**config.mk**
```make
export PLATFORM = sky130hd
export DESIGN_NAME = regif_tgt
export DESIGN_NICKNAME = d
export VERILOG_FILES = /design/src/rtl/regif_tgt.sv
export SDC_FILE = /design/constraint.sdc
export NUM_CORES = 1
export LEC_CHECK = 0
export ABC_AREA = 0
export CAP_MARGIN = 20
export CORE_MARGIN = 3
export CORE_UTILIZATION = 42
export CTS_BUF_LIST = sky130_fd_sc_hd__clkbuf_16
export DETAILED_ROUTE_END_ITERATION = 8
export PLACE_DENSITY_LB_ADDON = 0.08
export SLEW_MARGIN = 20
export SYNTH_ARGS = -nofsm -noshare
export SYNTH_HDL_FRONTEND = slang
export SYNTH_SLANG_ARGS = --single-unit
```
**constraint.sdc**
```tcl
create_clock -name reg_int_clk -period 2.57 [get_ports reg_int_clk]
set_input_delay 0.771 -clock reg_int_clk [delete_from_list [all_inputs] [get_ports reg_int_clk]]
set_output_delay 0.771 -clock reg_int_clk [all_outputs]
set_load 0.02 [all_outputs]
```
**src/rtl/regif_tgt.sv**
```systemverilog
// regif_tgt: single-beat IP2Bus command target driving a simple user register port
module regif_tgt #(
    parameter logic [31:0] BASE_ADDR   = 32'h0000_0000,
    parameter int          ADDR_W      = 12,
    parameter int          TIMEOUT_CYC = 64
) (
    input  logic              reg_int_clk,
    input  logic              reg_int_reset,
    input  logic              IP2Bus_MstRd_Req,
    input  logic              IP2Bus_MstWr_Req,
    input  logic [31:0]       IP2Bus_Mst_Addr,
    input  logic [3:0]        IP2Bus_Mst_BE,
    input  logic              IP2Bus_Mst_Lock,
    input  logic              IP2Bus_Mst_Reset,
    input  logic [31:0]       IP2Bus_MstWr_d,
    output logic              Bus2IP_Mst_CmdAck,
    output logic              Bus2IP_Mst_Cmplt,
    output logic              Bus2IP_Mst_Error,
    output logic              Bus2IP_Mst_Rearbitrate,
    output logic              Bus2IP_Mst_Timeout,
    output logic [31:0]       Bus2IP_MstRd_d,
    output logic              Bus2IP_MstRd_src_rdy_n,
    output logic              Bus2IP_MstWr_dst_rdy_n,
    output logic [ADDR_W-3:0] reg_addr,
    output logic [3:0]        reg_be,
    output logic [31:0]       reg_wr_data,
    output logic              reg_wr_en,
    output logic              reg_rd_en,
    input  logic [31:0]       reg_rd_data,
    input  logic              reg_ack
);
    localparam int CW = $clog2(TIMEOUT_CYC + 1);
    localparam logic [CW-1:0] ONE = CW'(1);
    localparam logic [CW-1:0] TMO = CW'(TIMEOUT_CYC);

    typedef enum logic [2:0] {IDLE, ACK, ISSUE, WAIT, CPL} state_t;

    state_t        state;
    logic          is_wr;
    logic          hit;
    logic [CW-1:0] cnt;
    logic [CW-1:0] nxt;
    logic          unused_ok;

    assign Bus2IP_Mst_Rearbitrate = 1'b0;
    assign unused_ok = &{1'b0, IP2Bus_Mst_Lock, IP2Bus_Mst_Addr[1:0]};

    // cycle count the access will have reached after this edge; ISSUE restarts it at 1
    always_comb nxt = (state == ISSUE) ? ONE : cnt + ONE;

    // command FSM with all bus and register-port outputs registered
    always_ff @(posedge reg_int_clk) begin
        if (reg_int_reset || IP2Bus_Mst_Reset) begin
            state                  <= IDLE;
            is_wr                  <= 1'b0;
            hit                    <= 1'b0;
            cnt                    <= '0;
            Bus2IP_Mst_CmdAck      <= 1'b0;
            Bus2IP_Mst_Cmplt       <= 1'b0;
            Bus2IP_Mst_Error       <= 1'b0;
            Bus2IP_Mst_Timeout     <= 1'b0;
            Bus2IP_MstRd_d         <= '0;
            Bus2IP_MstRd_src_rdy_n <= 1'b1;
            Bus2IP_MstWr_dst_rdy_n <= 1'b1;
            reg_addr               <= '0;
            reg_be                 <= '0;
            reg_wr_data            <= '0;
            reg_wr_en              <= 1'b0;
            reg_rd_en              <= 1'b0;
        end else begin
            Bus2IP_Mst_CmdAck      <= 1'b0;
            Bus2IP_Mst_Cmplt       <= 1'b0;
            Bus2IP_Mst_Error       <= 1'b0;
            Bus2IP_Mst_Timeout     <= 1'b0;
            Bus2IP_MstRd_src_rdy_n <= 1'b1;
            Bus2IP_MstWr_dst_rdy_n <= 1'b1;
            reg_wr_en              <= 1'b0;
            reg_rd_en              <= 1'b0;
            case (state)
                IDLE: if (IP2Bus_MstWr_Req || IP2Bus_MstRd_Req) begin
                    is_wr                  <= IP2Bus_MstWr_Req;
                    hit                    <= IP2Bus_Mst_Addr[31:ADDR_W] == BASE_ADDR[31:ADDR_W];
                    reg_addr               <= IP2Bus_Mst_Addr[ADDR_W-1:2];
                    reg_be                 <= IP2Bus_Mst_BE;
                    reg_wr_data            <= IP2Bus_MstWr_d;
                    Bus2IP_Mst_CmdAck      <= 1'b1;
                    Bus2IP_MstWr_dst_rdy_n <= ~IP2Bus_MstWr_Req;
                    state                  <= ACK;
                end
                ACK: if (hit) begin
                    reg_wr_en <= is_wr;
                    reg_rd_en <= ~is_wr;
                    state     <= ISSUE;
                end else begin
                    Bus2IP_Mst_Cmplt <= 1'b1;
                    Bus2IP_Mst_Error <= 1'b1;
                    if (!is_wr) Bus2IP_MstRd_d <= 32'hFFFF_FFFF;
                    state <= CPL;
                end
                ISSUE, WAIT: begin
                    cnt <= nxt;
                    if (reg_ack) begin
                        Bus2IP_Mst_Cmplt <= 1'b1;
                        if (!is_wr) begin
                            Bus2IP_MstRd_d         <= reg_rd_data;
                            Bus2IP_MstRd_src_rdy_n <= 1'b0;
                        end
                        state <= CPL;
                    end else if (nxt == TMO) begin
                        Bus2IP_Mst_Cmplt   <= 1'b1;
                        Bus2IP_Mst_Error   <= 1'b1;
                        Bus2IP_Mst_Timeout <= 1'b1;
                        if (!is_wr) Bus2IP_MstRd_d <= 32'hFFFF_FFFF;
                        state <= CPL;
                    end else begin
                        state <= WAIT;
                    end
                end
                default: state <= IDLE;
            endcase
        end
    end
endmodule

```
==> results.md <==
| Metric | This run | Unit |
|:---|:---|:---|
| Beginning of the worst register-to-register path | cnt[0] | - |
| Top-area cell type share of the netlist area | 46.2 | % |
| Static leakage power | 2.48 | nW |
| Port Buf Inserts | 189 | - |
| Number of nets in the synthesized netlist | 612 | - |
| Ant. Diodes | 0 | - |
| Clock tree from TritonCTS | done | - |
| Root Buffer Master | clkbuf_16 | - |
| First DRT Iteration DRCs | 250 | - |
| Setup repair after global routing missed its margin | false | - |
| Latest clock arrival within the worst-skew pair | 330 | ps |
| Antenna violations before repair | 0 | - |
| Signed area change from the synthesized netlist to the final layout | 55.0 | % |
| Depth of the worst register-to-register path | 7 | - |
| Final estimated routing congestion in global placement | 0.775 | - |
| Total Routed Length | 12300 | um |
| Drt drc | 0 | - |
| Setup slack at placement | -65.3 | ps |
| Maximum fanout along the worst path | 21 | - |
| Fill cells | 863 | - |
| Post-DR vias/cell | 5.11 | - |
| Global-route congestion overflow total | 0 | - |
| Share of post-route cells with drive strength above 1 | 6.31 | % |
| DR vias | 4157 | - |
| Final setup fails | 0 | - |
| Final #Nets | 785 | - |
| Area of the core | 9820 | um^2 |
| Ys Warns | 0 | - |
| Terminus of the critical flop-to-flop path | Bus2IP_MstRd_d[18] | - |
| Combined area of the multi-input logic cells | 2080 | um^2 |
| Post-CTS setup buffers | 0 | - |
| Result of the run | complete, no violations | - |
| Floorplan die height | 107 | um |
| Worst path required time | 2780 | ps |
| Largest cells by area after synthesis | dfxtp_1 46%, nand2_1 12%, mux2i_1 7.5% | - |
| Cells after DPL | 799 | - |
| Average cell area after synthesis | 8.43 | um^2 |
| Flop-to-flop setup slack | 290 | ps |
| Internal power consumption | 2.63 | mW |
| Share of power burned in combinational logic | 16.6 | % |
| Min Clock Period, post-route | 2310 | ps |
| Achievable Freq | 0.434 | GHz |
| Detail Placement HPWL | 8870 | um |
| Tightest Pin Transition | 562 | ps |
| Share of power burned in the clock network | 37.4 | % |
| Most common cell after layout, fill and taps aside | clkdlybuf4s50_1 | - |
| Crit path from | reg_ack | - |
| Arrival time of the worst setup path | 2510 | ps |
| Sequential-to-total area share from yosys stat | 46.2 | % |
| Routed wire length per instance | 15.1 | um |
| Critical path class | in2reg | - |
| Clock transition at the register clock pins on the worst setup and hold paths after CTS | 70 | ps |
| Clock Sink Count | 98 | - |
| Most frequent cells in the layout | 189 x clkdlybuf4s50_1, 137 x nand2_1, 98 x dfxtp_1 | - |
| Part of the total power dissipated in sequential elements | 46.0 | % |
| Overall track demand over capacity in global routing | 21.4 | % |
| Number of max-cap violations | 0 | - |
| Async set-or-reset flop fraction in the synthesized netlist | 0 | % |
| Fin. Hold Viols | 0 | - |
| Total power consumption of the routed design | 3.47 | mW |
| Critical Path End Type | register | - |
| Instance count of the mapped netlist | 504 | - |
| Post-detailed-route count of antenna-violating nets | 0 | - |
| Chip Width | 107 | um |
| Timing endpoint of the critical path | Bus2IP_MstRd_d[18] | - |
| Slew Limit Fails | 0 | - |
| Post-synth design cell area | 4250 | um^2 |
| Peak supply drop | 0.327 | mV |
| Fin worst setup slack | 264 | ps |
| Number of top-level pins | 194 | - |
| Pin count of the biggest net entering global routing | 58 | - |
| Final standard cell utilization of the core | 67.1 | % |
| Switching pwr | 0.847 | mW |
| Clock tree skew after final layout | 9.27 | ps |
| Share of the clock period used by the worst path | 89.7 | % |
| Inserted Clock Buffers | 9 | - |
| EDFF count, synth | 0 | - |
| TritonRoute pass-1 iters | 4 | - |
| Flip-flop and latch count after synthesis | 98 | - |
| Switching power share of the total | 24.4 | % |
| Netlist cell types | 43 | - |
| Hold buffers post-CTS | 0 | - |
| H-Tree Depth | 3 | - |
| Power per standard cell area | 527 | nW/um^2 |
| Most frequently used flop master after synthesis | dfxtp_1 | - |
| CTS Buffer Depth | 2 | - |
| Worst hold path type | reg2reg | - |
| Number of rows in the core area | 36 | - |
| Relative max-transition margin | 62.3 | % |
| Count of non-filler cells in the finished layout | 814 | - |
| Global-route wire length before repair | 20000 | um |
| Register Area | 1960 | um^2 |
| Startpoint Class | input pin | - |
| Library cell occupying the most area in the post-synthesis netlist | dfxtp_1 | - |
| Area enclosed by the die boundary | 11400 | um^2 |
| Starting density of the core | 43.3 | % |
| Cells resized by post-CTS repair | 0 | - |
| Vias in the first global route | 4087 | - |
==> layer usage <==
metal / vias up / GRT usage, % / share of wire, %
met4: 0 / 6.85 / 2.1
li1: 2079 / - / -
met5: - / 0 / 0
met2: 133 / 36.9 / 49
met1: 1929 / 25.4 / 41
met3: 16 / 6.50 / 7.8
==> per-stage QoR <==
stage / TNS, ps / hold WS (ps) / area, um^2
CTS: 0 / 455 / 6590
floorplan: 0 / 450 / 4250
global placement: -1250 / 441 / 6300
detailed placement: -1370 / 446 / 6300
finish: 0 / 455 / 6590
global route: 0 / 476 / 6590
==> how the worst min path moves through the flow <==
| stage | end | slack (ps) | from | cells past startpoint |
|---|---|---|---|---|
| after floorplan | hit | 450 | hit | 2 |
| after global placement | reg_wr_data[4] | 440 | reg_wr_data[4] | 2 |
| after global routing | reg_addr[7] | 480 | reg_addr[7] | 2 |
| after CTS | reg_wr_data[1] | 460 | reg_wr_data[1] | 2 |
| after detailed placement | reg_wr_data[1] | 450 | reg_wr_data[1] | 2 |
| final | reg_addr[7] | 450 | reg_addr[7] | 2 |
==> cell usage after synthesis, drive strengths merged (2+ instances only) <==
cell    count
nor4        8
a21o        2
a21oi      55
nand3b     32
nor2b       2
or2         3
nand3       7
inv         4
nor3        7
and2        2
xnor2       2
dfxtp      98
o211ai     33
o211a       2
clkbuf     30
nand2     138
mux2i      32
o21ai       5
buf        12
nor2       14
==> power groups by stage <==
stage	Sequential (mW)	Combinational, mW	Clock, mW
6_report	1.60	0.576	1.30
5_1_grt	1.60	0.623	1.39
4_1_cts	1.60	0.581	1.33
3_5_place_dp	1.63	0.578	0
3_3_place_gp	1.63	0.569	0
2_1_floorplan	1.69	0.205	0
==> cell families after synthesis <==
kind of cell             count (synthesis)  synth area share, %
buffers and inverters                   46                 5.57
AND/OR/NAND/NOR                        221                 24.6
AO/OA/AOI/OAI                          102                 15.1
XOR/XNOR                                 3                0.618
other                                    1               0.0883
adder cells (fa/ha/maj)                  1                0.294
multiplexers                            32                 7.54
flip-flops                              98                 46.2
==> state kept, by name (all words and copies together), names as in the netlist <==
name                    count
Bus2IP_MstRd_d             32
reg_wr_data                32
reg_addr                   10
cnt                         7
reg_be                      4
state                       3
Bus2IP_MstRd_src_rdy_n      1
Bus2IP_MstWr_dst_rdy_n      1
Bus2IP_Mst_CmdAck           1
Bus2IP_Mst_Cmplt            1
Bus2IP_Mst_Error            1
Bus2IP_Mst_Timeout          1
hit                         1
is_wr                       1
reg_rd_en                   1
reg_wr_en                   1
==> worst max-delay path: stages <==
cell and delay, ps:
clkdlybuf4s50_1 430, nand3_1 90, o211ai_1 110, or4b_1 530, o21ba_2 260, buf_12 180
mux2i_1 130
==> layout make-up <==
cell class	count	area share [%]
multi-input cells	360	31.6
clock inverters	6	0.893
inverters	4	0.228
flip-flops and latches	98	29.8
clock buffers	9	3.42
repair buffers	204	31.6
well taps	133	2.53
No activity file was read; power rests on OpenSTA's default activity.
